[src/rtl/lcd_pkg.sv]
// Shared definitions for the HD44780-style LCD responder: opcode masks, blank
// character, DDRAM index helper, FSM states and the decoded instruction class.
package lcd_pkg;

  localparam logic [7:0] BLANK_CHAR  = 8'h20;
  localparam int         DDRAM_DEPTH = 32;

  localparam logic [7:0] OP_CLEAR   = 8'h01;
  localparam logic [7:0] OP_HOME    = 8'h02;
  localparam logic [7:0] OP_ENTRY   = 8'h04;
  localparam logic [7:0] OP_DISPCTL = 8'h08;
  localparam logic [7:0] OP_SHIFT   = 8'h10;
  localparam logic [7:0] OP_FUNCSET = 8'h20;
  localparam logic [7:0] OP_CGRAM   = 8'h40;
  localparam logic [7:0] OP_DDRAM   = 8'h80;

  typedef enum logic [1:0] {
    ST_IDLE,
    ST_CLEARING,
    ST_BUSY
  } lcd_state_t;

  typedef enum logic [2:0] {
    CMD_NOP,
    CMD_CLEAR,
    CMD_HOME,
    CMD_ENTRY,
    CMD_DISPCTL,
    CMD_SHIFT,
    CMD_DDRAM
  } lcd_cmd_t;

  function automatic logic [4:0] ddram_index(input logic line, input logic [3:0] col);
    return {line, col};
  endfunction

  // The highest set bit selects the instruction class.
  function automatic lcd_cmd_t decode_instr(input logic [7:0] op);
    if (|(op & OP_DDRAM))                      return CMD_DDRAM;
    else if (|(op & (OP_CGRAM | OP_FUNCSET)))  return CMD_NOP;
    else if (|(op & OP_SHIFT))                 return CMD_SHIFT;
    else if (|(op & OP_DISPCTL))               return CMD_DISPCTL;
    else if (|(op & OP_ENTRY))                 return CMD_ENTRY;
    else if (|(op & OP_HOME))                  return CMD_HOME;
    else if (|(op & OP_CLEAR))                 return CMD_CLEAR;
    else                                       return CMD_NOP;
  endfunction

endpackage

[src/rtl/lcd_busy_timer.sv]
// Loadable down-counter; busy while non-zero, last flags the final busy cycle.
module lcd_busy_timer #(
  parameter int CNT_W = 11
) (
  input  logic             clk,
  input  logic             rst,
  input  logic             load,
  input  logic [CNT_W-1:0] load_val,
  output logic             busy,
  output logic             last
);

  logic [CNT_W-1:0] cnt;

  always_ff @(posedge clk or posedge rst) begin
    if (rst)
      cnt <= '0;
    else if (load)
      cnt <= load_val;
    else if (cnt != '0)
      cnt <= cnt - 1'b1;
  end

  assign busy = (cnt != '0);
  assign last = (cnt == CNT_W'(1));

endmodule

[src/rtl/lcd_responder.sv]
// HD44780-style bus responder: captures write strobes on the falling edge of en,
// maintains a 2x16 DDRAM image, address counter and display flags.
module lcd_responder
  import lcd_pkg::*;
#(
  parameter int BUSY_CYCLES  = 40,
  parameter int CLEAR_CYCLES = 1640
) (
  input  logic       clk,
  input  logic       rst,
  input  logic       en,
  input  logic       rs,
  input  logic       rw,
  input  logic [7:0] display,
  input  logic [4:0] rd_addr,
  output logic [7:0] rd_data,
  output logic       busy,
  output logic       overrun,
  output logic [4:0] cursor_addr,
  output logic       display_on,
  output logic       cursor_on,
  output logic       blink_on,
  output logic       entry_inc
);

  localparam int MAX_CYC = (BUSY_CYCLES > CLEAR_CYCLES) ? BUSY_CYCLES : CLEAR_CYCLES;
  localparam int CNT_W   = $clog2(MAX_CYC + 1);

  logic             en_q;
  logic             cap_rs;
  logic             cap_rw;
  logic [7:0]       cap_data;
  logic             strobe;
  logic             accept;
  logic             is_clear;
  lcd_cmd_t         cmd;
  lcd_state_t       state, state_nxt;
  logic [4:0]       clr_idx;
  logic [4:0]       ac;
  logic             tmr_load;
  logic [CNT_W-1:0] tmr_val;
  logic             tmr_last;
  logic             wr_en;
  logic [4:0]       wr_idx;
  logic [7:0]       wr_data;
  logic [7:0]       ddram [DDRAM_DEPTH];

  assign strobe      = en_q & ~en;
  assign accept      = strobe & ~busy & ~cap_rw;
  assign cmd         = decode_instr(cap_data);
  assign is_clear    = accept & ~cap_rs & (cmd == CMD_CLEAR);
  assign cursor_addr = ac;

  lcd_busy_timer #(.CNT_W(CNT_W)) u_timer (
    .clk      (clk),
    .rst      (rst),
    .load     (tmr_load),
    .load_val (tmr_val),
    .busy     (busy),
    .last     (tmr_last)
  );

  always_ff @(posedge clk or posedge rst) begin
    if (rst) state <= ST_IDLE;
    else     state <= state_nxt;
  end

  // Clear writes index 0 in the detection cycle so entry k is blank at t+k+1.
  always_comb begin
    state_nxt = state;
    tmr_load  = 1'b0;
    tmr_val   = '0;
    wr_en     = 1'b0;
    wr_idx    = clr_idx;
    wr_data   = BLANK_CHAR;
    case (state)
      ST_IDLE: begin
        if (accept) begin
          tmr_load = 1'b1;
          if (is_clear) begin
            tmr_val   = CNT_W'(CLEAR_CYCLES);
            state_nxt = ST_CLEARING;
            wr_en     = 1'b1;
            wr_idx    = '0;
          end else begin
            tmr_val   = CNT_W'(BUSY_CYCLES);
            state_nxt = ST_BUSY;
            if (cap_rs) begin
              wr_en   = 1'b1;
              wr_idx  = ac;
              wr_data = cap_data;
            end
          end
        end
      end
      ST_CLEARING: begin
        wr_en = 1'b1;
        if (clr_idx == 5'd31) state_nxt = ST_BUSY;
      end
      ST_BUSY: begin
        if (tmr_last) state_nxt = ST_IDLE;
      end
      default: state_nxt = ST_IDLE;
    endcase
  end

  always_ff @(posedge clk or posedge rst) begin
    if (rst)
      clr_idx <= '0;
    else if (is_clear)
      clr_idx <= 5'd1;
    else if (state == ST_CLEARING)
      clr_idx <= clr_idx + 5'd1;
  end

  always_ff @(posedge clk or posedge rst) begin
    if (rst) begin
      for (int i = 0; i < DDRAM_DEPTH; i++) ddram[i] <= BLANK_CHAR;
    end else if (wr_en) begin
      ddram[wr_idx] <= wr_data;
    end
  end

  always_ff @(posedge clk or posedge rst) begin
    if (rst) rd_data <= BLANK_CHAR;
    else     rd_data <= ddram[rd_addr];
  end

  always_ff @(posedge clk or posedge rst) begin
    if (rst) begin
      en_q       <= 1'b0;
      cap_rs     <= 1'b0;
      cap_rw     <= 1'b0;
      cap_data   <= '0;
      overrun    <= 1'b0;
      ac         <= '0;
      entry_inc  <= 1'b1;
      display_on <= 1'b0;
      cursor_on  <= 1'b0;
      blink_on   <= 1'b0;
    end else begin
      en_q <= en;
      if (en) {cap_rs, cap_rw, cap_data} <= {rs, rw, display};
      if (strobe && busy) overrun <= 1'b1;
      if (accept) begin
        if (cap_rs) begin
          ac <= entry_inc ? ac + 5'd1 : ac - 5'd1;
        end else begin
          case (cmd)
            CMD_CLEAR: begin
              ac        <= '0;
              entry_inc <= 1'b1;
            end
            CMD_HOME:  ac <= '0;
            CMD_ENTRY: entry_inc <= cap_data[1];
            CMD_DISPCTL: begin
              display_on <= cap_data[2];
              cursor_on  <= cap_data[1];
              blink_on   <= cap_data[0];
            end
            CMD_SHIFT: begin
              if (!cap_data[3]) ac <= cap_data[2] ? ac + 5'd1 : ac - 5'd1;
            end
            CMD_DDRAM: ac <= ddram_index(cap_data[6], cap_data[3:0]);
            default: ;
          endcase
        end
      end
    end
  end

endmodule

[config.mk]
export PLATFORM = sky130hd
export DESIGN_NAME = lcd_responder
export DESIGN_NICKNAME = d
export VERILOG_FILES = /design/src/rtl/lcd_pkg.sv /design/src/rtl/lcd_busy_timer.sv /design/src/rtl/lcd_responder.sv
export SDC_FILE = /design/constraint.sdc
export NUM_CORES = 1
export LEC_CHECK = 0
export BUFFER_PORTS_ARGS = -buffer_cell sky130_fd_sc_hd__buf_2
export CAP_MARGIN = 20
export CORE_MARGIN = 4
export CORE_UTILIZATION = 50
export DETAILED_ROUTE_END_ITERATION = 16
export GPL_TIMING_DRIVEN = 0
export HOLD_SLACK_MARGIN = 0.15
export PLACE_DENSITY = 0.76
export SYNTH_ARGS = -nofsm -noshare
export SYNTH_HDL_FRONTEND = slang
export SYNTH_SLANG_ARGS = --single-unit
[constraint.sdc]
create_clock -name clk -period 15.1 [get_ports clk]
set_input_delay 4.53 -clock clk [delete_from_list [all_inputs] [get_ports clk]]
set_output_delay 4.53 -clock clk [all_outputs]
set_load 0.03 [all_outputs]
==> impl_metrics.toml <==
[drt]
drt-vias-per-instance = 5.972
route.final.wire_length_mm = 35.07
vias = 8803
ant_nets = 0
routed_wire_length_per_instance_um = 23.79
first_pass_iteration_count_of_the_detailed_router = 5
drc = 0
drt-initial-drc-count = 650

[synthesis]
synthDominantCellAreaShare = 0.4571
fraction_of_synthesis_flops_using_an_asynchronous_set_or_reset_pin = 1.000
postSynthNetCount = 1021
synth-compound-area-share = 0.02736
synth_xor_area_frac = 0.009516
ys.flop_type = "sky130_fd_sc_hd__dfrtp_1"
ys_top_cells_by_area = "sky130_fd_sc_hd__dfrtp_1 46%, sky130_fd_sc_hd__mux2_2 17%, sky130_fd_sc_hd__mux4_2 12%"
main_combinational_cell_family_by_area_after_synthesis = "multiplexers"
synth.largest_area_cell = "sky130_fd_sc_hd__dfrtp_1"
synth_area_um2 = 14730
synth-seq-cells = 303
cells_after_synth = 996
synth_enable_flop_cells = 0
proportion_of_synthesized_area_in_mux_cells = 0.3450
post-synth-top-count-cell = "sky130_fd_sc_hd__dfrtp_1"
synth_common_cells = "269 x sky130_fd_sc_hd__dfrtp_1, 226 x sky130_fd_sc_hd__mux2_2, 80 x sky130_fd_sc_hd__mux4_2"
distinct_cell_type_count_after_synthesis = 60
syn_area_per_cell_um2 = 14.79
synth_sequential_area_ratio = 0.5178
synthAdderAreaFrac = 0.005947
synth_warnings = 0
post_synth_simple_gate_area = 0.06882

[clocking]
clock-root-buffer = "sky130_fd_sc_hd__clkbuf_16"
cts_tree = "yes"
cts.repair_timing.setup_buffer_count = 0
clk-insertion-delay-late_ns = 0.52
clock_pin_slew_worst_setup_and_hold_paths_ns = 0.05
clock_path_buffers = 3
numClockSinks = 303
ctsHoldBuffers = 0
number_of_levels_in_the_clock_h_tree = 2
number_of_gates_resized_after_cts = 0
tritoncts.num_buffers = 34

[critical_path]
worst_setup_path_end_kind = "flip-flop"
worstPathMaxFanout = 10
arrival_ns = 7.45
setup.worst_path.start_class = "input port"
required_time_of_the_critical_path_ns = 15.48
cpMaxStageDelayCell = "sky130_fd_sc_hd__buf_1"
timing.critical_path.slowest_cell_delay_ns = 0.81
critical-path-top-cell-by-count = "sky130_fd_sc_hd__mux4_2"
cp_cell_sequence = "clkbuf_1, buf_1, mux4_2, mux4_2, mux2_2"
critPathKind = "in -> reg"

[timing]
final_min_period_over_clock_period = 0.4680
report.final.hold_viol_count = 0
clock_skew_ns = 0.02819
finalWorstPathRequiredPeriod_ns = 7.067
finalSetupViolations = 0
rsz0062_at_grt = "false"
fmax_mhz = 141.5
max_transition_margin = 0.3335
fin_tns_setup_ns = 0
worst_hold_slack_ns = 0.4742
maxSlewViolCount = 0
tightestPinTransition_ns = 0.9997

[global_route]
grt_max_degree = 128
grtUsageTotal = 0.2194
antenna_violations_before_repair = 0
grt_first_pass_wirelength_mm = 55.77
grt_overflow = 0
first_global_vias = 9417

[finish]
insertedDiodeCount = 0
filler_cell_count = 2313
layout-drive-gt1-share = 0.4716
final_cell_count_no_fill = 1474
areaGrowthSynthToFinish_pct = 12.09
nets = 1091
register_area_um2 = 7625
multi_input_comb_area_um2 = 6725

[placement]
hpwlAfterDp_mm = 23.94
place_inst = 1413
port_buffers = 31
globalplace.congestion = 0.8883

[floorplan]
initial_utilization = 0.5103
row_count = 62
die_w_um = 179.6
die-height_um = 179.6
die_ar_um2 = 32260
core_area_um2 = 28860
pin_count = 37

[power_and_ir_drop]
pwr_density_cell_nw_per_um2 = 107.0
power.leakage_uw = 0.007725
ir_drop_v = 0.00007188
design_power_total_uw = 1766

[run]
drv_cap = 0

[status]
run_status = "completed"

[worst_hold_path]
hp-class = "reg -> reg"
==> per-stage QoR <==
step           instance area [µm²]  setup slack, ns    util
2_1_floorplan                14730            2.252       -
3_3_place_gp                 15360          -0.9338  0.5323
3_5_place_dp                 15420            7.477  0.5345
4_1_cts                      16490            8.003  0.5715
5_1_grt                      16510            7.831  0.5720
6_report                     16510            8.033  0.5720
==> logic make-up after synthesis <==
| family | count (synthesis) |
|---|---|
| compound gates | 63 |
| flops | 303 |
| fa+ha+maj | 7 |
| mux | 361 |
| xor+xnor | 16 |
| buf+inv | 87 |
| simple gates | 159 |
==> placed cells by master, fill, tap and decap left out, types with 5 or more instances in the layout <==
cell type / synthesis / routed
sky130_fd_sc_hd__ha_1: 7 / 7
sky130_fd_sc_hd__nand2b_1: 6 / 6
sky130_fd_sc_hd__and3_1: 15 / 15
sky130_fd_sc_hd__xor2_1: 10 / 10
sky130_fd_sc_hd__nor3_1: 10 / 10
sky130_fd_sc_hd__o21ai_0: 18 / 18
sky130_fd_sc_hd__nor3_4: 9 / 9
sky130_fd_sc_hd__nor4_1: 6 / 6
sky130_fd_sc_hd__clkbuf_1: 44 / 56
sky130_fd_sc_hd__nand3_1: 14 / 14
sky130_fd_sc_hd__a21oi_1: 17 / 17
sky130_fd_sc_hd__nand2_1: 25 / 25
sky130_fd_sc_hd__or3_1: 14 / 14
sky130_fd_sc_hd__mux2_2: 226 / 226
sky130_fd_sc_hd__mux4_2: 80 / 80
sky130_fd_sc_hd__clkbuf_16: 0 / 35
sky130_fd_sc_hd__dfrtp_1: 269 / 269
sky130_fd_sc_hd__or2_1: 8 / 8
sky130_fd_sc_hd__xnor2_1: 6 / 6
sky130_fd_sc_hd__nor2_1: 20 / 20
sky130_fd_sc_hd__mux2_1: 19 / 19
sky130_fd_sc_hd__mux2_4: 32 / 32
sky130_fd_sc_hd__clkbuf_8: 0 / 6
sky130_fd_sc_hd__inv_1: 8 / 7
sky130_fd_sc_hd__dfstp_2: 34 / 34
sky130_fd_sc_hd__clkinv_2: 0 / 5
sky130_fd_sc_hd__buf_1: 11 / 11
sky130_fd_sc_hd__o211ai_1: 5 / 5
sky130_fd_sc_hd__buf_2: 19 / 50
==> state kept, by name (all words and copies together) (netlist names) <==
signal and count:
cursor_on 1, u_timer.cnt 11, display_on 1, cap_rw 1, state 2, cap_rs 1, blink_on 1, overrun 1
en_q 1, rd_data 8, cap_data 8, clr_idx 5, entry_inc 1, ddram 256, cursor_addr 5
==> worst max-delay path, delay by kind of cell <==
| family | cells | cell delay, ns |
|---|---|---|
| muxes | 3 | 1.51 |
| buffers and inverters | 2 | 1.40 |
==> where the power goes <==
part	total (µW)	switching (µW)	internal, µW
sequential	853	23.1	830
combinational	117	72.9	43.8
clock	796	322	474
==> cell type report <==
cell class,instances,area share
Timing Repair Buffer,34,0.01364
Inverter,8,0.002274
Buffer,79,0.02100
Sequential cell,303,0.4619
Tap cell,384,0.02911
Multi-Input combinational cell,606,0.4074
Clock inverter,7,0.003866
Clock buffer,53,0.06079
==> metal layers <==
layer / vias up / routed length (µm) / GRT usage
li1: 3837 / - / -
met1: 4609 / 15450 / 0.3138
met2: 283 / 16050 / 0.3344
met3: 74 / 2250 / 0.04871
met4: 0 / 1321 / 0.07924
met5: - / 0 / 0
==> final timing paths <==
path / startpoint / slack, ns / cells after the start / endpoint
max: rd_addr[0] / 8.03 / 5 / rd_data[3]$_DFF_PP0_
min: overrun$_DFFE_PP0P_ / 0.47 / 1 / overrun$_DFFE_PP0P_
max reg2reg: u_timer.cnt[2]$_DFFE_PP0P_ / 11.60 / 8 / ddram[235]$_DFFE_PP0P_
min reg2reg: overrun$_DFFE_PP0P_ / 0.47 / 1 / overrun$_DFFE_PP0P_
max in group asynchronous: rst / 9.57 / 4 / ddram[29]$_DFFE_PP1P_
min in group asynchronous: rst / 4.08 / 2 / u_timer.cnt[4]$_DFFE_PP0P_
No activity file was read; power rests on OpenSTA's default activity.
